--- config.mk ---
export PLATFORM = sky130hd
export DESIGN_NAME = tdm_demux_eight
export DESIGN_NICKNAME = d
export VERILOG_FILES = /design/src/rtl/tdm_demux_eight.sv
export SDC_FILE = /design/constraint.sdc
export NUM_CORES = 1
export LEC_CHECK = 0
export BUFFER_PORTS_ARGS = -buffer_cell sky130_fd_sc_hd__buf_2
export CAP_MARGIN = 10
export CORE_ASPECT_RATIO = 1.2
export CORE_MARGIN = 2
export CORE_UTILIZATION = 45
export DETAILED_ROUTE_END_ITERATION = 10
export PLACE_DENSITY = 0.71
export SLEW_MARGIN = 10
export SYNTH_ARGS = -nofsm -noshare
export SYNTH_HDL_FRONTEND = slang
export SYNTH_HIERARCHICAL = 1
export SYNTH_SLANG_ARGS = --single-unit
--- constraint.sdc ---
create_clock -name clk -period 1.7 [get_ports clk]
set_input_delay 0.17 -clock clk [delete_from_list [all_inputs] [get_ports clk]]
set_output_delay 0.17 -clock clk [all_outputs]
set_load 0.05 [all_outputs]
--- src/rtl/tdm_demux_eight.sv ---
// Receive side of the TDM path: steers serial samples into NCH slots and
// publishes each completed frame on a parallel bus with a one-cycle strobe.

module tdm_demux_lane #(
  parameter int WIDTH = 1
) (
  input  logic             clk,
  input  logic             rst,
  input  logic             we,
  input  logic [WIDTH-1:0] d,
  output logic [WIDTH-1:0] q
);
  always_ff @(posedge clk) begin
    if (rst)     q <= '0;
    else if (we) q <= d;
  end
endmodule

module tdm_demux_eight #(
  parameter int WIDTH = 1,
  parameter int NCH   = 8,
  parameter int SEL_W = 3
) (
  input  logic                 clk,
  input  logic                 rst,
  input  logic                 in_valid,
  input  logic                 in_sync,
  input  logic [WIDTH-1:0]     din,
  output logic [SEL_W-1:0]     slot,
  output logic [NCH*WIDTH-1:0] ch_out,
  output logic                 frame_valid,
  output logic                 sync_err
);
  logic [NCH-1:0][WIDTH-1:0] shadow;
  logic [NCH-1:0][WIDTH-1:0] frame_next;
  logic [SEL_W-1:0]          wr_slot;
  logic                      last, resync;

  assign last    = (slot == SEL_W'(NCH-1));
  // A misaligned sync restarts the frame: the sample lands in slot 0.
  assign resync  = in_valid && in_sync && (slot != '0);
  assign wr_slot = resync ? '0 : slot;

  for (genvar k = 0; k < NCH; k++) begin : g_lane
    tdm_demux_lane #(.WIDTH(WIDTH)) u_lane (
      .clk (clk),
      .rst (rst),
      .we  (in_valid && (wr_slot == SEL_W'(k))),
      .d   (din),
      .q   (shadow[k])
    );
    // Final slot bypasses the shadow so the frame publishes on its last edge.
    if (k == NCH-1) begin : g_last
      assign frame_next[k] = din;
    end else begin : g_mid
      assign frame_next[k] = shadow[k];
    end
  end

  always_ff @(posedge clk) begin
    if (rst) begin
      slot        <= '0;
      ch_out      <= '0;
      frame_valid <= 1'b0;
      sync_err    <= 1'b0;
    end else begin
      frame_valid <= 1'b0;
      sync_err    <= 1'b0;
      if (in_valid) begin
        if (resync) begin
          slot     <= SEL_W'(1);
          sync_err <= 1'b1;
        end else if (last) begin
          slot        <= '0;
          ch_out      <= frame_next;
          frame_valid <= 1'b1;
        end else begin
          slot <= slot + SEL_W'(1);
        end
      end
    end
  end
endmodule

==> impl_metrics.csv <==
group,metric,value,unit
yosys,synth_area,867,um^2
critical_path,path_max_fanout,8,
global_route,grt_pass1_wl,2.96,mm
clock_tree,cts.sinks,20,
timing,fin_crit,1.49,ns
critical_path,reg2reg_from,"slot[0]",
pwr,powerDensity,953,nW/um^2
die,ios,18,
drt,drt_wl_total,1.70,mm
global_route,grt_pass1_vias,626,
yosys,synthTopCellsByArea,"dfxtp_1 (46%), mux2i_1 (8.1%), o2bb2ai_1 (8.1%), ha_1 (4.3%), nand2_1 (4.3%)",
clock_tree,insertion_delay,0.30,ns
yosys,synth_most_common_cell,"dfxtp_1",
timing,fin_skew,0.00329,ns
job,max_cap_viol_count,0,
final_layout,n_antenna_cell,0,
drt,drtAntennaViolNets,0,
timing,max-slew-margin-rel,71.0,%
die,die-width,44.1,um
placed_design,io_buffers,17,
yosys,ys_warn_count,6,
placed_design,post-place-cells,121,
clock_tree,htreeDepth,1,
drt,drc,0,
final_layout,drive_gt1_share,29.2,%
drt,vias,670,
drt,firstDrtPassIters,4,
critical_path,worst_setup_path_end_kind,"flip-flop",
global_route,grt_overflow,0,
drt,drtIter0Drc,9,
worst_hold_path,whs_endpoint,"ch_out[7]",
global_route,track_usage,17.8,%
timing,slew_violations,0,
yosys,synth_cell_types,25,
placed_design,placed_cell_area,971,um^2
outcome,outcome,"finished, final reports clean",
yosys,synth_top_area_share,46.2,%
clock_tree,postCtsSetupRepairBufs,0,
yosys,syn_inst,86,
critical_path,reg2reg_slack,0.21,ns
clock_tree,clkTransAtPathRegs,0.11,ns
final_layout,area_growth,18.0,%
global_route,grt_max_degree,15,
final_layout,design_area,1020,um^2
critical_path,cp.required,1.90,ns
final_layout,fin_cells,125,
drt,wl_per_cell,13.6,um
worst_hold_path,hold_path_class,"primary input to flip-flop",
critical_path,start_kind,"flip-flop",
placed_design,hpwl,1.16,mm
timing,fmax,0.669,GHz
yosys,ys_top_cells_by_count,"dfxtp_1 (20), nand2_1 (10), nor2_1 (10), o2bb2ai_1 (8), mux2i_1 (7)",
die,dieArea,2300,um^2
yosys,synth_nets,94,
clock_tree,root_buffer,"clkbuf_4",
pwr,p_leak,0.445,nW
yosys,ys_ff_latch,20,
yosys,yosysSeqAreaShare,46.2,%
timing,setup_viol,0,
die,initial_utilization,47.4,%
die,die_h,52.1,um
timing,fin_setup_tns,0,ns
timing,worst_pin_slew,0.435,ns
timing,rsz0062_at_grt,"false",
clock_tree,ctsResizeCount,0,
pwr,ir_drop,591,uV
clock_tree,clockBufferDepth,2,
global_route,antenna_found_initial,0,
critical_path,cp.arrival,1.70,ns
yosys,yosys_most_used_dff,"dfxtp_1",
die,placementRows,17,
timing,finalCritPeriodShare,87.9,%
die,coreArea,1830,um^2
yosys,async_flop_share,0,%
drt,vias_per_cell,5.36,
timing,hold_viol_final,0,
worst_hold_path,min_from,"din",
critical_path,rr_worst_depth,7,
clock_tree,cts_tree,"built",
clock_tree,ctsHoldBuffers,0,
worst_hold_path,holdPathStages,2,
critical_path,r2r_end,"g_lane[0].u_lane/q",
critical_path,criticalPathCategory,"flip-flop to flip-flop",
yosys,synth_edf_count,0,
placed_design,gp_congestion,0.736,
yosys,synth_top_cell_by_area,"dfxtp_1",
yosys,syn_avg_cell_area,10.1,um^2
clock_tree,cts_buffers,3,
final_layout,final_net_count,115,
==> worst max-delay path: stages (launching register included) <==
cell	delay, ns
dfxtp_2	0.41
inv_1	0.08
ha_1	0.25
nand2b_4	0.12
nand2_2	0.09
a21boi_1	0.18
mux2i_1	0.21
nor2_1	0.05
==> area by class of cell <==
cell class | count | area [um^2]
fillers | 164 | 806
multi-input cells | 61 | 444
flip-flops and latches | 20 | 403
repair buffers | 17 | 85.1
clock inverters | 1 | 30.0
well taps | 19 | 23.8
clock buffers | 3 | 22.5
inverters | 4 | 15.0
==> cell families (layout without fill, tap and decap cells) <==
logic type	after synthesis	count (layout)	synth area share [%]
AOI/OAI and AO/OA	16	16	16.5
adders and majority gates	3	3	4.33
buffers and inverters	5	25	2.60
DFF	20	20	46.2
muxes	7	7	8.08
and+or+nand+nor	35	35	22.4
==> layout by cell type (no fill, tap or decap), drive strengths merged <==
master / netlist / routed
bufinv: 0 / 1
nor3: 4 / 4
nor3b: 5 / 5
nand2b: 1 / 1
mux2i: 7 / 7
a21oi: 3 / 3
nor2: 10 / 10
o2bb2ai: 8 / 8
o21bai: 1 / 1
a41o: 1 / 1
buf: 1 / 17
a21boi: 1 / 1
ha: 3 / 3
o21ai: 1 / 1
nand3b: 1 / 1
or3: 1 / 1
nand2: 11 / 11
a31o: 1 / 1
clkbuf: 0 / 3
dfxtp: 20 / 20
inv: 4 / 4
nand3: 2 / 2
==> power by group <==
part | internal, mW | switching (mW)
combinational | 0.0323 | 0.0681
clock | 0.238 | 0.150
sequential | 0.478 | 0.00920
total | 0.748 | 0.227
==> sequential cells by signal, indices dropped and copies added, names as in the netlist <==
signal,flops
slot,3
ch_out,8
sync_err,1
g_lane.u_lane/q,7
frame_valid,1
==> metrics by stage <==
stage	util, %	hold slack, ns	worst slack [ns]	power, mW
after floorplan	-	0.242	0.149	0.566
after global placement	53.1	0.445	0.260	0.595
after detailed placement	53.1	0.449	0.232	0.597
after CTS	56.0	0.175	0.204	0.989
after global routing	56.0	0.192	0.0804	1.01
final	56.0	0.184	0.205	0.975
==> routing by layer <==
layer | part of all wire [%] | vias to the layer above | wire length, um | global-route usage (%)
met5 | 0 | - | 0 | 0
met4 | 1.7 | 0 | 29 | 9.09
met3 | 3.9 | 4 | 67 | 2.43
met2 | 47 | 21 | 796 | 28.9
met1 | 48 | 298 | 810 | 22.5
li1 | - | 347 | - | -
==> how the worst max path moves through the flow <==
| stage | endpoint | slack (ns) | cells past startpoint | startpoint |
|---|---|---|---|---|
| 3_3_place_gp | ch_out[5] | 0.26 | 5 | slot[0] |
| 6_report | g_lane[0].u_lane/q | 0.21 | 7 | slot[0] |
| 5_1_grt | ch_out[3] | 0.08 | 5 | slot[0] |
| 2_1_floorplan | g_lane[0].u_lane/q | 0.15 | 7 | slot[1] |
| 3_5_place_dp | ch_out[1] | 0.23 | 5 | slot[0] |
| 4_1_cts | g_lane[0].u_lane/q | 0.20 | 7 | slot[0] |
Power figures use the tool's default switching activity.
